`src/rtl/seq_detect_ctrl_pkg.sv`:
```
// Shared types and helpers for the serial sequence-detector controller.
package seq_detect_pkg;

  typedef enum logic [1:0] {
    IDLE = 2'b00,
    RUN  = 2'b01,
    DONE = 2'b10
  } state_t;

  // A zero length is treated as one bit; anything longer than the datapath is clamped.
  function automatic int clamp_len(input int len, input int maxlen);
    if (len < 1) return 1;
    if (len > maxlen) return maxlen;
    return len;
  endfunction

endpackage

```
`src/rtl/seq_detect_ctrl_if.sv`:
```
// Configuration, bit-stream handshake and event bundle of the sequence-detector controller.
interface seq_detect_ctrl_if #(
  parameter int MAXLEN = 8,
  parameter int CNTW   = 8
);
  localparam int LENW = $clog2(MAXLEN + 1);

  logic              cfg_load;
  logic [MAXLEN-1:0] cfg_pattern;
  logic [LENW-1:0]   cfg_len;
  logic              cfg_overlap;
  logic [CNTW-1:0]   cfg_target;
  logic              start;
  logic              abort;
  logic              bit_valid;
  logic              bit_in;
  logic              bit_ready;
  logic              match;
  logic [CNTW-1:0]   match_count;
  logic              busy;
  logic              done;

  modport master (
    output cfg_load, cfg_pattern, cfg_len, cfg_overlap, cfg_target,
    output start, abort, bit_valid, bit_in,
    input  bit_ready, match, match_count, busy, done
  );

  modport slave (
    input  cfg_load, cfg_pattern, cfg_len, cfg_overlap, cfg_target,
    input  start, abort, bit_valid, bit_in,
    output bit_ready, match, match_count, busy, done
  );

endinterface

```
`src/rtl/seq_detect_ctrl_match.sv`:
```
// History shift register, fill counter and length-masked pattern compare.
module seq_match_core #(
  parameter int MAXLEN = 8,
  localparam int LENW  = $clog2(MAXLEN + 1)
) (
  input  logic              clk,
  input  logic              rst,
  input  logic              shift,
  input  logic              bit_in,
  input  logic              clear,
  input  logic              overlap,
  input  logic [LENW-1:0]   len,
  input  logic [MAXLEN-1:0] pattern,
  output logic              hit
);

  logic [MAXLEN-1:0] hist_q, hist_d, mask;
  logic [LENW-1:0]   fill_q, fill_d;

  // Hit is judged on the post-shift history so the bit being accepted completes the pattern.
  always_comb begin
    hist_d = {hist_q[MAXLEN-2:0], bit_in};
    fill_d = (fill_q == LENW'(MAXLEN)) ? fill_q : fill_q + 1'b1;
    for (int i = 0; i < MAXLEN; i++) mask[i] = (i < int'(len));
    hit = shift && (fill_d >= len) && ((hist_d & mask) == (pattern & mask));
  end

  always_ff @(posedge clk or posedge rst) begin
    if (rst) begin
      hist_q <= '0;
      fill_q <= '0;
    end else if (clear) begin
      hist_q <= '0;
      fill_q <= '0;
    end else if (shift) begin
      if (hit && !overlap) begin
        hist_q <= '0;
        fill_q <= '0;
      end else begin
        hist_q <= hist_d;
        fill_q <= fill_d;
      end
    end
  end

endmodule

```
`src/rtl/seq_detect_ctrl.sv`:
```
// Run controller for the 1-bit sequence detector: config registers, FSM and match counter.
module seq_detect_ctrl
  import seq_detect_pkg::*;
#(
  parameter int MAXLEN = 8,
  parameter int CNTW   = 8
) (
  input logic              clk,
  input logic              rst,
  seq_detect_ctrl_if.slave bus
);

  localparam int LENW = $clog2(MAXLEN + 1);

  state_t            state_q, state_d;
  logic [MAXLEN-1:0] pat_q;
  logic [LENW-1:0]   len_q;
  logic              ovl_q;
  logic [CNTW-1:0]   tgt_q;
  logic [CNTW-1:0]   cnt_q, cnt_d, cnt_inc;
  logic              match_q, match_d, done_q, done_d;
  logic              cfg_we, clear, shift, hit;

  function automatic logic [CNTW-1:0] sat_inc(input logic [CNTW-1:0] v);
    return (&v) ? v : v + 1'b1;
  endfunction

  // An abort discards the bit offered in the same cycle, so it never reaches the history.
  assign shift = (state_q == RUN) && bus.bit_valid && !bus.abort;

  seq_match_core #(.MAXLEN(MAXLEN)) u_core (
    .clk     (clk),
    .rst     (rst),
    .shift   (shift),
    .bit_in  (bus.bit_in),
    .clear   (clear),
    .overlap (ovl_q),
    .len     (len_q),
    .pattern (pat_q),
    .hit     (hit)
  );

  always_comb begin
    state_d = state_q;
    cnt_d   = cnt_q;
    match_d = 1'b0;
    done_d  = 1'b0;
    clear   = 1'b0;
    cfg_we  = 1'b0;
    cnt_inc = sat_inc(cnt_q);
    case (state_q)
      IDLE: begin
        cfg_we = bus.cfg_load;
        if (bus.start) begin
          clear   = 1'b1;
          cnt_d   = '0;
          state_d = RUN;
        end
      end
      RUN: begin
        if (bus.abort) begin
          state_d = IDLE;
        end else if (hit) begin
          match_d = 1'b1;
          cnt_d   = cnt_inc;
          if (tgt_q != '0 && cnt_inc == tgt_q) begin
            state_d = DONE;
            done_d  = 1'b1;
          end
        end
      end
      DONE:    state_d = IDLE;
      default: state_d = IDLE;
    endcase
  end

  always_ff @(posedge clk or posedge rst) begin
    if (rst) begin
      state_q <= IDLE;
      cnt_q   <= '0;
      match_q <= 1'b0;
      done_q  <= 1'b0;
    end else begin
      state_q <= state_d;
      cnt_q   <= cnt_d;
      match_q <= match_d;
      done_q  <= done_d;
    end
  end

  // Loading at the same edge as start means the run sees the new configuration immediately.
  always_ff @(posedge clk or posedge rst) begin
    if (rst) begin
      pat_q <= '0;
      len_q <= LENW'(1);
      ovl_q <= 1'b0;
      tgt_q <= '0;
    end else if (cfg_we) begin
      pat_q <= bus.cfg_pattern;
      len_q <= LENW'(clamp_len(int'(bus.cfg_len), MAXLEN));
      ovl_q <= bus.cfg_overlap;
      tgt_q <= bus.cfg_target;
    end
  end

  assign bus.bit_ready   = (state_q == RUN);
  assign bus.busy        = (state_q != IDLE);
  assign bus.match       = match_q;
  assign bus.done        = done_q;
  assign bus.match_count = cnt_q;

endmodule

```
`src/flat_wrapper.sv`:
```
// flat-port wrapper written by rule: the top's interface ports become plain ports
module seq_detect_ctrl_flat import seq_detect_pkg::*;
#(
  parameter int MAXLEN = 8,
  parameter int CNTW   = 8
)
  (clk, rst, bus_cfg_load, bus_cfg_pattern, bus_cfg_len, bus_cfg_overlap, bus_cfg_target, bus_start, bus_abort, bus_bit_valid, bus_bit_in, bus_bit_ready, bus_match, bus_match_count, bus_busy, bus_done);
  seq_detect_ctrl_if #(.MAXLEN(MAXLEN), .CNTW(CNTW)) bus_i ();
  input logic clk;
  input logic rst;
  input wire logic [$bits(bus_i.cfg_load)-1:0] bus_cfg_load;
  input wire logic [$bits(bus_i.cfg_pattern)-1:0] bus_cfg_pattern;
  input wire logic [$bits(bus_i.cfg_len)-1:0] bus_cfg_len;
  input wire logic [$bits(bus_i.cfg_overlap)-1:0] bus_cfg_overlap;
  input wire logic [$bits(bus_i.cfg_target)-1:0] bus_cfg_target;
  input wire logic [$bits(bus_i.start)-1:0] bus_start;
  input wire logic [$bits(bus_i.abort)-1:0] bus_abort;
  input wire logic [$bits(bus_i.bit_valid)-1:0] bus_bit_valid;
  input wire logic [$bits(bus_i.bit_in)-1:0] bus_bit_in;
  output wire logic [$bits(bus_i.bit_ready)-1:0] bus_bit_ready;
  output wire logic [$bits(bus_i.match)-1:0] bus_match;
  output wire logic [$bits(bus_i.match_count)-1:0] bus_match_count;
  output wire logic [$bits(bus_i.busy)-1:0] bus_busy;
  output wire logic [$bits(bus_i.done)-1:0] bus_done;
  assign bus_i.cfg_load = bus_cfg_load;
  assign bus_i.cfg_pattern = bus_cfg_pattern;
  assign bus_i.cfg_len = bus_cfg_len;
  assign bus_i.cfg_overlap = bus_cfg_overlap;
  assign bus_i.cfg_target = bus_cfg_target;
  assign bus_i.start = bus_start;
  assign bus_i.abort = bus_abort;
  assign bus_i.bit_valid = bus_bit_valid;
  assign bus_i.bit_in = bus_bit_in;
  assign bus_bit_ready = bus_i.bit_ready;
  assign bus_match = bus_i.match;
  assign bus_match_count = bus_i.match_count;
  assign bus_busy = bus_i.busy;
  assign bus_done = bus_i.done;
  seq_detect_ctrl #(.MAXLEN(MAXLEN), .CNTW(CNTW)) u_core (.clk(clk), .rst(rst), .bus(bus_i));
endmodule
```
`config.mk`:
```
export PLATFORM = sky130hd
export DESIGN_NAME = seq_detect_ctrl_flat
export DESIGN_NICKNAME = d
export VERILOG_FILES = /design/src/rtl/seq_detect_ctrl_pkg.sv /design/src/rtl/seq_detect_ctrl_if.sv /design/src/rtl/seq_detect_ctrl_match.sv /design/src/rtl/seq_detect_ctrl.sv /design/src/flat_wrapper.sv
export SDC_FILE = /design/constraint.sdc
export NUM_CORES = 1
export LEC_CHECK = 0
export CORE_MARGIN = 4
export CORE_UTILIZATION = 55
export DETAILED_ROUTE_END_ITERATION = 6
export PLACE_DENSITY = 0.81
export SYNTH_ARGS = -nofsm -noshare
export SYNTH_HDL_FRONTEND = slang
export SYNTH_SLANG_ARGS = --single-unit
```
`constraint.sdc`:
```
create_clock -name clk -period 7.7 [get_ports clk]
set_input_delay 1.155 -clock clk [delete_from_list [all_inputs] [get_ports clk]]
set_output_delay 1.155 -clock clk [all_outputs]
set_load 0.01 [all_outputs]
```
Word-level counts from Yosys, hierarchy flattened. Cells that the tools add are included.

Bits in registers: 44. Bits in latches: 0. RAM bits: 0. ROM bits: 0. Bits of input ports: 28. Logic and storage cells: 86. Memories kept: 0.

Add/subtract/negate cells: 2. Multipliers: 0. Div/mod/pow operators: 0. $lt $le $gt $ge: 11. Eq/ne operators: 9. Shifts and indexed selects: 0. Muxes and demuxes: 36. Bitwise operators: 2. Reduce and logical (&&, ||, !) cells: 16.

Operators with widths (number): $mux W8 (4); $mux W4 (7); $mux W7 (3); $and A8 B8 Y8 (2); $eq A8 B8 Y1 (2); $lt A3 B4 Y1 const A (4); $mux W1 (16); $pmux W8 S2 (1); $add A8 B1 Y8 const B (1); $lt A1 B4 Y1 const A (2); $lt A2 B4 Y1 const A (2); $mux W2 (4); $reduce_and A8 Y1 (1); $reduce_bool A8 Y1 (1); $logic_and A1 B1 Y1 (6); $ne A3 B2 Y1 const B (2); $reduce_bool A2 Y1 (3); $add A4 B1 Y4 const B (1); $eq A4 B4 Y1 const B (1); $ge A4 B4 Y1 (1); $gt A4 B4 Y1 const B (1); $lt A4 B1 Y1 const B (1); $ne A2 B2 Y1 const B (2); $pmux W2 S2 (1); 6 further kinds (7).

Depth between registers and ports, before layout.
Depth after elaboration: 9. Gate-level depth with buffers: 12. Mapped depth without buffers: 12.

Modules after synthesis. Synthesis repeated with hierarchy kept, for this count alone.

Cells, all modules: 301. Area total of the unflattened synthesis: 2648.8 um^2.

Modules (own cells, without submodules): seq_detect_ctrl (times used 1, cells each 204, area each 1776.7 um^2, sequential area each 827.0 um^2); seq_match_core (times used 1, cells each 97, area each 872.1 um^2, sequential area each 275.3 um^2).

Worst setup path before layout. Ideal clock, no wire load.

Kind: input port to flip-flop. Start: input bus_bit_in. End: register u_core.cnt_q[0], in the netlist u_core.bus.match_count[0]. Setup time: 0.143 ns. Data arrival time: 2.529 ns. Slack: 5.028 ns. Cell stages on the path: 6. Buffers on the path: 0. Cell sequence: xnor2_1 a41oi_1 a2111oi_1 o211ai_1 o311ai_1 o311ai_1.

Longest elaborated chain between the ends: 5.

Ends and longest elaborated chain: start, declared (RTL line flat_wrapper.sv:19) `input wire logic [$bits(bus_i.bit_in)-1:0] bus_bit_in;`; $and A8 B8 Y8 (RTL line seq_detect_ctrl_match.sv:25) `hit = shift && (fill_d >= len) && ((hist_d & mask) == (pattern & mask));`; $eq A8 B8 Y1 (RTL line seq_detect_ctrl_match.sv:25); $logic_and A1 B1 Y1 (RTL line seq_detect_ctrl_match.sv:25); $ne A2 B1 Y1 (no line); $reduce_and A4 Y1 (no line); end signal, assigned (RTL line seq_detect_ctrl.sv:85) `cnt_q <= cnt_d;`; end, declared (RTL line seq_detect_ctrl.sv:20) `logic [CNTW-1:0] cnt_q, cnt_d, cnt_inc;`.

Every way passes these cells. A chain may end at the register's enable or synchronous reset.

Worst setup path after layout.
Start: register u_core.state_q[0]. End: output bus_bit_ready.

Longest elaborated chain between the ends: 1.

Ends and longest elaborated chain: start, declared (RTL line seq_detect_ctrl.sv:15) `state_t state_q, state_d;`; start signal, assigned (RTL line seq_detect_ctrl.sv:84) `state_q <= state_d;`; $eq A2 B1 Y1 (RTL line seq_detect_ctrl.sv:106) `assign bus.bit_ready = (state_q == RUN);`; end, declared (RTL line flat_wrapper.sv:20) `output wire logic [$bits(bus_i.bit_ready)-1:0] bus_bit_ready;`.

Every way passes these cells.

==> metrics.md <==
| Metric | Value |
|---|---|
| DP Wirelength | 4180 um |
| Overflow after GRT | 0 |
| Clk Latency, worst-skew pair | 290 ps |
| Number of synthesized flops with an enable pin | 0 |
| Area delta synth->final | 20.0% |
| Yosys warnings | 0 |
| Final Wtd Congestion | 0.866 |
| Synthesized Nets | 280 |
| Highest metal used | met4 |
| Sequential fraction of the synthesis area | 43.2% |
| WL met2 | 2540 um |
| Final setup fails | 0 |
| Wire length per cell | 16.7 um |
| Met1 Wirelength | 2620 um |
| Run status | completed |
| CP Class | register to output pin |
| Hold crit path type | register to register |
| Post-synth top area share | 42.2% |
| CP Launch Type | register |
| Final nets | 317 |
| Arr. time, crit path | 2030 ps |
| Period Utilization, post-route | 41.3% |
| Setup Skew | 8.37 ps |
| Synthesized area | 2550 sq um |
| Worst Tran Pin Value | 1110 ps |
| Synth Instances | 245 |
| Vias | 2098 |
| CTS tree | built |
| Fin Setup TNS | 0 ps |
| DIE WIDTH | 76.1 um |
| Htree depth | 2 |
| GRT Total Usage | 19.8% |
| Power per standard cell area | 204 nW/um^2 |
| Routed Antenna Nets | 0 |
| Largest net degree at the start of global routing | 45 |
| RSZ-0062 raised after global routing | no |
| Fraction of registers with async set/reset | 100% |
| Initial antenna violation count | 0 |
| CTS Buf Count | 5 |
| CTS root buffer | clkbuf_8 |
| Port-buffer cells | 39 |
| CTS max path bufs | 2 |
| Worst hold slack | 534 ps |
| P_leak | 1.27 nW |
| Peak Freq | 314 MHz |
| Crit end category | output pin |
| Max Cap Violations | 0 |
| Die Y | 76.1 um |
| Final slew viol count | 0 |
| DR pass1 iterations | 4 |
| Hold Vio Cnt, Final | 0 |
| Hold buffers post-CTS | 0 |
| Top-count cell post-synth | dfrtp_1 |
| Final min period | 3180 ps |
| Die Area | 5790 sq um |
| Met3 WL | 377 um |
| Synth top cells by count | dfrtp_1 (43), mux2_2 (15), inv_1 (14), o21ai_0 (13) |
| Clock transition at path regs | 80 ps |
| Post-CTS Setup Repair Bufs | 0 |
| Initial core utilization | 57.8% |
| First-pass GRT wire length | 9540 um |
| Layout cells sized above 1 | 12.7% |
| Core ar. | 4410 sq um |
| Post-CTS resize count | 0 |
| Synth Register Bits | 44 |
| Sink Count | 44 |
| First DRT Iteration DRCs | 208 |
| Antenna fix cells | 0 |
| Routed wire length | 5600 um |
| Synth Flop Type | dfrtp_1 |
| Worst rel slew slack | 25.9% |
| Vias in the first global route | 2009 |
| Most area-consuming cells after synthesis | dfrtp_1 (42%), mux2_2 (6.6%), a22o_1 (3.4%) |
| Synth unique cells | 59 |
| Worst vdd ir | 163 uV |
| Row cnt | 24 |
| DRC errors left | 0 |
| Synth Area per Inst | 10.4 sq um |
| Top cell type by total area after synthesis | dfrtp_1 |
| Req. time, crit path | 6550 ps |
| Vias per inst | 6.26 |
| Worst-path maximum fanout | 12 |
| I/O pin count | 40 |
## stage by stage
step | util, % | std cells | cell area, sq um | setup slack [ps] | power (mW)
after global routing | 69.3 | 335 | 3060 | 4390 | 0.662
after floorplan | - | 245 | 2550 | 5030 | 0.425
after detailed placement | 67.3 | 327 | 2970 | 4290 | 0.483
after CTS | 69.3 | 335 | 3060 | 4530 | 0.628
final | 69.3 | 335 | 3060 | 4520 | 0.626
after global placement | 67.3 | 327 | 2970 | 4330 | 0.476
## cell usage in the layout, fill, tap and decap left out, drive strengths merged, types with 6 or more instances in the layout
master         synthesis  final
dfrtp                 43     43
o21ai                 17     17
ha                     7      7
a21oi                  7      7
clkbuf                 3      8
a22o                  10     10
clkdlybuf4s50          0     39
xor2                   6      6
xnor2                  9      9
inv                   15     14
nor3                   8      8
nand2                 12     12
mux2                  15     15
nand3                  7      7
a31oi                  8      8
nor2                  11     11
## worst paths after layout
check,from,endpoint,slack (ps),cells past startpoint
max in group asynchronous,rst,u_core.len_q[0],6030,3
worst min-delay path,u_core.pat_q[5],u_core.pat_q[5],530,1
worst min register to register,u_core.pat_q[5],u_core.pat_q[5],530,1
worst max-delay path,u_core.state_q[0],bus_bit_ready,4520,2
worst max register to register,u_core.bus.match_count[0],u_core.state_q[1],4750,7
min in group asynchronous,rst,u_core.bus.match_count[0],1300,3
## power by group
part           internal, mW  leakage, nW  switching [mW]
Combinational        0.0882        0.659          0.0935
Clock                0.0732       0.0455          0.0726
Sequential            0.263        0.565          0.0354
Total                 0.424         1.27           0.202
## layout make-up
class,instances,area (sq um)
inverter,15,56.3
multi-input combinational,176,1350
fill,368,1350
clock buffer,8,90.1
sequential,44,1100
timing repair buffer,40,398
tap,52,65.1
## worst max-delay path, stage by stage (launching register included)
cell             delay, ps
dfrtp_1                570
nor2b_1                520
clkdlybuf4s50_1        640
## registers in the layout (all words and copies together), names as in the netlist, 2 cells and up
name / cells
u_core.bus.match_count: 8
u_core.len_q: 4
u_core.pat_q: 8
u_core.state_q: 2
u_core.tgt_q: 8
u_core.u_core.fill_q: 4
u_core.u_core.hist_q: 7
## per-layer routing
layer | vias up | GRT usage [%]
met1 | 1022 | 28.5
met2 | 80 | 30.4
met5 | - | 0
met3 | 6 | 4.02
met4 | 0 | 5.07
li1 | 990 | -
## logic make-up (layout without fill, tap and decap cells)
kind of cell | Yosys count | count (layout) | synth area share, %
xor gates and xnor gates | 15 | 15 | 5.15
DFF | 44 | 44 | 43.2
adders and majority gates | 7 | 7 | 3.43
and+or+nand+nor | 66 | 66 | 15.0
muxes | 16 | 16 | 7.01
buffers and inverters | 25 | 63 | 4.02
AOI/OAI and AO/OA | 72 | 72 | 22.2
Note: power is estimated with default switching activity, not from simulation.
